### src/rtl/branch_unit.sv
// rtl/branch_unit.sv - control-flow unit: branch decode, return stack, loop counter, halt
// Optional loop counter (LDLOOP/LOOP) is built only when BRU_LOOP_EN is defined.
module branch_unit #(
  parameter int STACK_DEPTH = 4
) (
  input  logic                                 clk,
  input  logic                                 rst,
  input  logic [7:0]                           addr,
  input  logic [15:0]                          instr,
  input  logic                                 instr_valid,
  input  logic                                 zf,
  input  logic                                 cf,
  output logic                                 jump,
  output logic [7:0]                           jumpaddr,
  output logic                                 halted,
  output logic                                 stack_err,
  output logic [$clog2(STACK_DEPTH+1)-1:0]     sp
);

  localparam int SPW = $clog2(STACK_DEPTH + 1);
  localparam logic [SPW-1:0] SP_FULL = SPW'(STACK_DEPTH);

  typedef enum logic {RUN, HALT} state_t;

  state_t     state, state_next;
  logic [7:0] halt_addr;
  // Shift-register stack: entry 0 is always the top of stack.
  logic [7:0] stack [STACK_DEPTH];

  logic [3:0] opcode;
  logic [7:0] imm;
  logic       do_push, do_pop, set_err, go_halt;
  logic       unused_bits;

  assign opcode      = instr[15:12];
  assign imm         = instr[7:0];
  assign unused_bits = ^instr[11:8];

`ifdef BRU_LOOP_EN
  logic [7:0] loop_cnt;
  logic       cnt_load, cnt_dec;
`endif

  always_ff @(posedge clk or negedge rst) begin
    if (!rst) state <= RUN;
    else      state <= state_next;
  end

  always_comb begin
    state_next = state;
    if (state == RUN && go_halt) state_next = HALT;
  end

  // Decode: combinational jump/jumpaddr plus the side effects to commit at the edge.
  always_comb begin
    jump     = 1'b0;
    jumpaddr = 8'h00;
    do_push  = 1'b0;
    do_pop   = 1'b0;
    set_err  = 1'b0;
    go_halt  = 1'b0;
`ifdef BRU_LOOP_EN
    cnt_load = 1'b0;
    cnt_dec  = 1'b0;
`endif
    if (!rst) begin
      jump = 1'b0;
    end else if (state == HALT) begin
      jump     = 1'b1;
      jumpaddr = halt_addr;
    end else if (instr_valid) begin
      case (opcode)
        4'h8: begin
          jump     = 1'b1;
          jumpaddr = imm;
        end
        4'h9: if (zf) begin
          jump     = 1'b1;
          jumpaddr = imm;
        end
        4'hA: if (cf) begin
          jump     = 1'b1;
          jumpaddr = imm;
        end
        4'hB: begin
          jump     = 1'b1;
          jumpaddr = imm;
          if (sp == SP_FULL) set_err = 1'b1;
          else               do_push = 1'b1;
        end
        4'hC: begin
          if (sp == '0) begin
            set_err = 1'b1;
          end else begin
            jump     = 1'b1;
            jumpaddr = stack[0];
            do_pop   = 1'b1;
          end
        end
`ifdef BRU_LOOP_EN
        4'hD: cnt_load = 1'b1;
        4'hE: if (loop_cnt != 8'h00) begin
          jump     = 1'b1;
          jumpaddr = imm;
          cnt_dec  = 1'b1;
        end
`endif
        4'hF: begin
          jump     = 1'b1;
          jumpaddr = addr;
          go_halt  = 1'b1;
        end
        default: jump = 1'b0;
      endcase
    end
  end

  always_ff @(posedge clk or negedge rst) begin
    if (!rst) begin
      sp        <= '0;
      stack_err <= 1'b0;
      halt_addr <= 8'h00;
      for (int i = 0; i < STACK_DEPTH; i++) stack[i] <= 8'h00;
    end else begin
      if (set_err) stack_err <= 1'b1;
      if (go_halt) halt_addr <= addr;
      if (do_push) begin
        // 8-bit wrap so a CALL at 0xFF returns to 0x00, like pc does.
        stack[0] <= addr + 8'd1;
        for (int i = 1; i < STACK_DEPTH; i++) stack[i] <= stack[i-1];
        sp <= sp + 1'b1;
      end else if (do_pop) begin
        for (int i = 0; i < STACK_DEPTH - 1; i++) stack[i] <= stack[i+1];
        stack[STACK_DEPTH-1] <= 8'h00;
        sp <= sp - 1'b1;
      end
    end
  end

`ifdef BRU_LOOP_EN
  always_ff @(posedge clk or negedge rst) begin
    if (!rst)          loop_cnt <= 8'h00;
    else if (cnt_load) loop_cnt <= imm;
    else if (cnt_dec)  loop_cnt <= loop_cnt - 8'd1;
  end
`endif

  assign halted = (state == HALT);

endmodule

### config.mk
export PLATFORM = sky130hd
export DESIGN_NAME = branch_unit
export DESIGN_NICKNAME = d
export VERILOG_FILES = /design/src/rtl/branch_unit.sv
export SDC_FILE = /design/constraint.sdc
export NUM_CORES = 1
export LEC_CHECK = 0
export ABC_CLOCK_PERIOD_IN_PS = 4600
export BUFFER_PORTS_ARGS = -buffer_cell sky130_fd_sc_hd__buf_2
export CAP_MARGIN = 40
export CORE_MARGIN = 3
export CORE_UTILIZATION = 35
export CTS_CLUSTER_SIZE = 14
export DETAILED_ROUTE_END_ITERATION = 16
export HOLD_SLACK_MARGIN = 0.06
export PLACE_DENSITY = 0.58
export SYNTH_ARGS = -nofsm -noshare
export SYNTH_HDL_FRONTEND = slang
export SYNTH_SLANG_ARGS = --single-unit
### constraint.sdc
create_clock -name clk -period 4.6 [get_ports clk]
set_clock_uncertainty 0.15 [all_clocks]
set_input_delay 0.46 -clock clk [delete_from_list [all_inputs] [get_ports clk]]
set_output_delay 0.46 -clock clk [all_outputs]
set_load 0.01 [all_outputs]
==> flow_summary.json, run 1 <==
{
  "status": "finished clean",
  "worstSetupPathType": "flip-flop to primary output",
  "p_total_uw": 1040,
  "io_buffers": 38,
  "slew_headroom": 0.4694,
  "avgSynthCellArea_um2": 12.12,
  "hp-class": "input pin to asynchronous set/reset pin",
  "die_h_um": 87.33,
  "insertion_delay_ns": 0.30,
  "routabilityCongestion": 0.7757,
  "dp_hpwl_um": 3596,
  "syn_area_um2": 2315,
  "tightest_slew_ns": 0.7934,
  "grt_max_degree": 49,
  "die_w_um": 87.33,
  "mostFrequentLayoutCells": "dfrtp_1, buf_2, a22o_1, a21o_1",
  "period_needed_ns": 2.707,
  "end_kind": "primary output",
  "fmax_mhz": 369.4,
  "die_area_um2": 7626,
  "wl_per_cell_um": 17.29,
  "synth_warnings": 0,
  "drive_above_1_share": 0.3030,
  "ctsLongestPathBuffers": 2,
  "finalSetupViolCount": 0,
  "cp.required_ns": 3.99,
  "ys_seq_area_frac": 0.4865,
  "grt_pass1_wl_um": 8666,
  "numCtsBuffers": 5,
  "yosys-top-cells-area": "dfrtp_1, a22o_1, mux2_2, a21o_1, a222oi_1",
  "synth_ff_type": "dfrtp_1",
  "cts_hold_buf": 0,
  "powerDensity_nw_per_um2": 391.2,
  "core_um2": 6386,
  "row_count": 29,
  "stdcell_area_um2": 2658,
  "mappedNetlistNets": 222,
  "regArea_um2": 1126,
  "ys_types": 42,
  "cts_tree": "yes",
  "rsz0062_at_grt": "false",
  "synth_top_area_frac": 0.4865,
  "synth.largest_area_cell": "dfrtp_1",
  "drtIter0Drc": 101,
  "ys_async_sr_fraction": 1.000,
  "layout.cells.non_filler": 308,
  "fin_setup_tns_ns": 0,
  "firstDrtPassIters": 5,
  "hold_viol": 0,
  "antennaDiodeCount": 0,
  "ant_nets": 0,
  "slew_viol_final": 0,
  "ys_ff_latch": 45,
  "peakVddDrop_mv": 0.2308,
  "start_util": 0.3625,
  "multiInputGateArea_um2": 1106,
  "dpl-instance-area_um2": 2556,
  "via_count": 1738,
  "area_growth_pct": 14.81,
  "cts.repair.resized": 0,
  "grt_pass1_vias": 1682,
  "drc": 0,
  "viasPerCell": 5.643,
  "dpl.cell_count": 300,
  "cts_max_level": 2,
  "ios": 43,
  "final_common_cell": "dfrtp_1",
  "worstReg2RegStart": "halted$_DFFE_PN0P_",
  "root_buffer": "clkbuf_8",
  "cts.sinks": 45,
  "period_share": 0.5885,
  "synth_edf_count": 0,
  "crit_fanout": 9,
  "nets": 261,
  "grt.overflow.total": 0,
  "antenna_found_initial": 0,
  "wirelength_um": 5325,
  "netlist_instances": 191,
  "cts.clk_slew.worst_paths_ns": 0.09,
  "startpoint": "sp[2]$_DFFE_PN0P_",
  "holdWs_ns": 0.1166,
  "cts_setup_buffers": 0,
  "drv_cap": 0,
  "leakage_uw": 0.001345,
  "crit_arrival_ns": 2.10,
  "grt_usage": 0.1476,
  "cp-start-kind": "flip-flop",
  "fillCellCount": 631
}
==> area by class of cell <==
class,instances,area share
Clock buffer,7,0.03625
Clock inverter,1,0.001883
Inverter,2,0.002825
Multi-Input combinational cell,134,0.4162
Sequential cell,45,0.4237
Tap cell,77,0.03625
Timing Repair Buffer,42,0.08286
==> power by group <==
group	leakage (uW)	internal (uW)	switching (uW)
logic	0.000691	114	109
registers	0.000600	473	74.5
clock network	0.0000542	136	133
total	0.00134	723	316
==> cell families after synthesis <==
family,after synthesis,synth area share
and+or+nand+nor,40,0.1108
buffers and inverters,12,0.03567
muxes,19,0.08811
DFF,45,0.4865
xor gates and xnor gates,9,0.03406
AOI/OAI and AO/OA,64,0.2308
adders and majority gates,2,0.01405
==> state kept, by name, summed over array words and instances, names as in the netlist <==
| name | cells |
|---|---|
| stack | 32 |
| halt_addr | 8 |
| sp | 3 |
| halted | 1 |
| stack_err | 1 |
==> through the flow <==
| step | setup WS, ns | util |
|---|---|---|
| 2_1_floorplan | 2.349 | - |
| 3_3_place_gp | 1.796 | 0.3991 |
| 3_5_place_dp | 1.808 | 0.4003 |
| 4_1_cts | 1.892 | 0.4161 |
| 5_1_grt | 1.732 | 0.4161 |
| 6_report | 1.893 | 0.4161 |
==> worst max-delay path: stages (launching register included) <==
cell and delay (ns):
dfrtp_1 0.48, nor3_1 0.43, nor2_1 0.28, a222oi_1 0.33, o21ai_0 0.12, buf_2 0.15
==> per-layer routing <==
metal,part of all wire,track usage,vias to the layer above
met1,0.49,0.2092,877
met4,0.0071,0.05021,0
met2,0.46,0.2219,44
met5,0,0,-
li1,-,-,815
met3,0.046,0.03311,2
==> cells in the mapped netlist, drive strengths merged (3+ instances only) <==
cell	n
a21o	14
mux2i	8
a221o	4
dfrtp	45
nor2	7
a22o	22
buf	10
o21ai	9
nand2	11
and3	3
mux2	11
nor3	4
nand3	5
xor2	7
a222oi	8
==> final timing paths <==
check / endpoint / slack [ns] / cells after the start
setup / recovery: jumpaddr[0] / 1.89 / 5
hold / removal: stack_err$_DFFE_PN0P_ / 0.12 / 2
setup reg to reg: sp[1]$_DFFE_PN0P_ / 1.94 / 5
hold reg to reg: stack_err$_DFFE_PN0P_ / 0.32 / 1
max in group asynchronous: stack[4]$_DFFE_PN0P_ / 3.76 / 2
min in group clk: stack_err$_DFFE_PN0P_ / 0.30 / 2
(Power assumes the default switching activity.)
==> run 2, diff against run 1 <==
- ABC_CLOCK_PERIOD_IN_PS: 4600 -> 2400
- PLACE_DENSITY: 0.58 -> 0.6
- clock period: 4.6 -> 2.4 ns (I/O delays scaled with it)
==> run 2 against run 1 <==
Compared with the run above: count of clock-buffer cells in the layout is 2 lower; via count is 1.5% higher; combinational power is 110% higher; global-route usage is 0.13 points higher; flip-flop and latch count stayed put; total power is 98% higher; die area stayed put; sequential share of layout area is 0.97 points lower; register-to-register slack worse by 1.7 ns; largest cell class unchanged.
==> flow_summary.json, run 2 (synthesized netlist as in run 1, its figures left out) <==
{
  "status": "finished clean",
  "hold_viol": 0,
  "r2r_setup_slack_ns": 0.28,
  "internal_power_uw": 1445,
  "stdcell_area_um2": 2720,
  "dp_hpwl_um": 3730,
  "antennaDiodeCount": 0,
  "cts.sinks": 45,
  "rsz0062_at_grt": "false",
  "grt_max_degree": 37,
  "fin_setup_tns_ns": 0,
  "antenna_found_initial": 0,
  "grt_usage": 0.1489,
  "post-place-ws_ns": 0.2922,
  "core_um2": 6386,
  "holdPathStages": 2,
  "largest_register": "stack",
  "period_needed_ns": 2.248,
  "cts_setup_buffers": 0,
  "worst_slack_ns": 0.1520,
  "pwr-share-seq": 0.507,
  "cp_slowest_stage_delay_ns": 0.52,
  "worstSetupPathType": "input pin to primary output",
  "slew_headroom": 0.6876,
  "drive_above_1_share": 0.3305,
  "holdCritStartpoint": "instr_valid",
  "critPathBufInv": 4,
  "comb_power_share": 0.224,
  "insertion_delay_ns": 0.29,
  "area_growth_pct": 17.51,
  "io_buffers": 38,
  "critical-path-slowest-cell": "dlygate4sd3_1",
  "start_util": 0.3625,
  "nets": 267,
  "cp.required_ns": 2.01,
  "routabilityCongestion": 0.7953,
  "crit_arrival_ns": 1.86,
  "die_w_um": 87.33,
  "regArea_um2": 1126,
  "root_buffer": "clkbuf_8",
  "grt_pass1_vias": 1774,
  "worstReg2RegStart": "halted$_DFFE_PN0P_",
  "largest_reg_flops": 32,
  "via_count": 1764,
  "reg_top3": "stack (32), halt_addr (8), sp (3)",
  "tightest_slew_ns": 0.4686,
  "die_area_um2": 7626,
  "die_h_um": 87.33,
  "min_to": "stack_err$_DFFE_PN0P_",
  "row_count": 29,
  "firstDrtPassIters": 6,
  "ctsLongestPathBuffers": 2,
  "p_sw_uw": 610.6,
  "crit_fanout": 13,
  "fillCellCount": 618,
  "multiInputGateArea_um2": 1119,
  "clkPwrFrac": 0.269,
  "mostFrequentLayoutCells": "dfrtp_1, buf_2, a22o_1, a21o_1, mux2_2",
  "drv_cap": 0,
  "wirelength_um": 5188,
  "ant_nets": 0,
  "crit_chain": "dlygate4sd3_1 -> buf_2 -> buf_4 -> nor2b_2 -> nand2_2 -> o21ai_0 -> buf_2",
  "r2r_end": "stack[21]$_DFFE_PN0P_",
  "finalSetupViolCount": 0,
  "drc": 0,
  "leakage_uw": 0.001375,
  "cp-start-kind": "input pin",
  "hp-class": "input pin to flip-flop",
  "grt_pass1_wl_um": 8907,
  "viasPerCell": 5.636,
  "drtIter0Drc": 130,
  "crit_path_frequent_cell": "buf_2",
  "fmax_mhz": 444.8,
  "crit_family": "buffers and inverters",
  "dpl-instance-area_um2": 2594,
  "r2r_cells": 6,
  "final_common_cell": "dfrtp_1",
  "cts_tree": "yes",
  "numCtsBuffers": 5,
  "cts_max_level": 2,
  "slew_viol_final": 0,
  "cts.clk_slew.worst_paths_ns": 0.08,
  "peakVddDrop_mv": 0.5683,
  "p_sw_frac": 0.2970,
  "wl_per_cell_um": 16.58,
  "grt.overflow.total": 0,
  "powerDensity_nw_per_um2": 755.7,
  "ios": 43,
  "period_share": 0.9367,
  "end_kind": "primary output"
}
==> run 2: area by class of cell <==
cell class | count | area share
clock inverters | 2 | 0.01288
multi-input cells | 134 | 0.4112
well taps | 77 | 0.03542
clock buffers | 5 | 0.02530
inverters | 2 | 0.002760
flip-flops and latches | 45 | 0.4140
repair buffers | 48 | 0.09844
==> run 2: power by group through the flow <==
| stage | combinational (uW) | clock, uW | sequential, uW |
|---|---|---|---|
| detailed placement | 463 | 0 | 1050 |
| floorplan | 277 | 0 | 1040 |
| CTS | 467 | 570 | 1040 |
| finish | 461 | 552 | 1040 |
| global placement | 451 | 0 | 1050 |
| global route | 520 | 603 | 1060 |
==> run 2: stage by stage <==
step	hold WS (ns)	total power [uW]	std cells	util
2_1_floorplan	-0.2056	1320	191	-
3_3_place_gp	0.04112	1499	305	0.4062
3_5_place_dp	0.04457	1512	305	0.4062
4_1_cts	0.08894	2078	313	0.4248
5_1_grt	0.08915	2184	313	0.4259
6_report	0.1006	2056	313	0.4259
==> run 2: routing by layer <==
| layer | routed length, um | global-route usage |
|---|---|---|
| met1 | 2508 | 0.2092 |
| met5 | 0 | 0 |
| met2 | 2407 | 0.2308 |
| met4 | 46 | 0.04603 |
| met3 | 226 | 0.02933 |
==> run 2: worst register-to-register path: stages, from the launching register on <==
cell,delay (ns)
dfrtp_1,0.44
nand3b_1,0.28
a211oi_4,0.29
buf_4,0.25
buf_4,0.28
nor3_2,0.07
a221o_1,0.25
==> run 2: worst max path at each step <==
stage | start | endpoint | slack (ns) | depth (start not counted)
2_1_floorplan | halted$_DFFE_PN0P_ | sp[1]$_DFFE_PN0P_ | 0.25 | 5
3_3_place_gp | sp[1]$_DFFE_PN0P_ | jumpaddr[1] | 0.29 | 5
3_5_place_dp | instr[12] | jumpaddr[3] | 0.29 | 6
4_1_cts | rst | jumpaddr[7] | 0.03 | 7
5_1_grt | sp[1]$_DFFE_PN0P_ | jumpaddr[1] | 0.05 | 5
6_report | rst | jumpaddr[7] | 0.15 | 7
==> run 2: timing repair <==
action,in CTS,in global routing
hold endpoints to repair,9,0
gates resized for setup,1,3
setup endpoints to repair,9,8
pin swaps,0,0
hold buffers,1,0
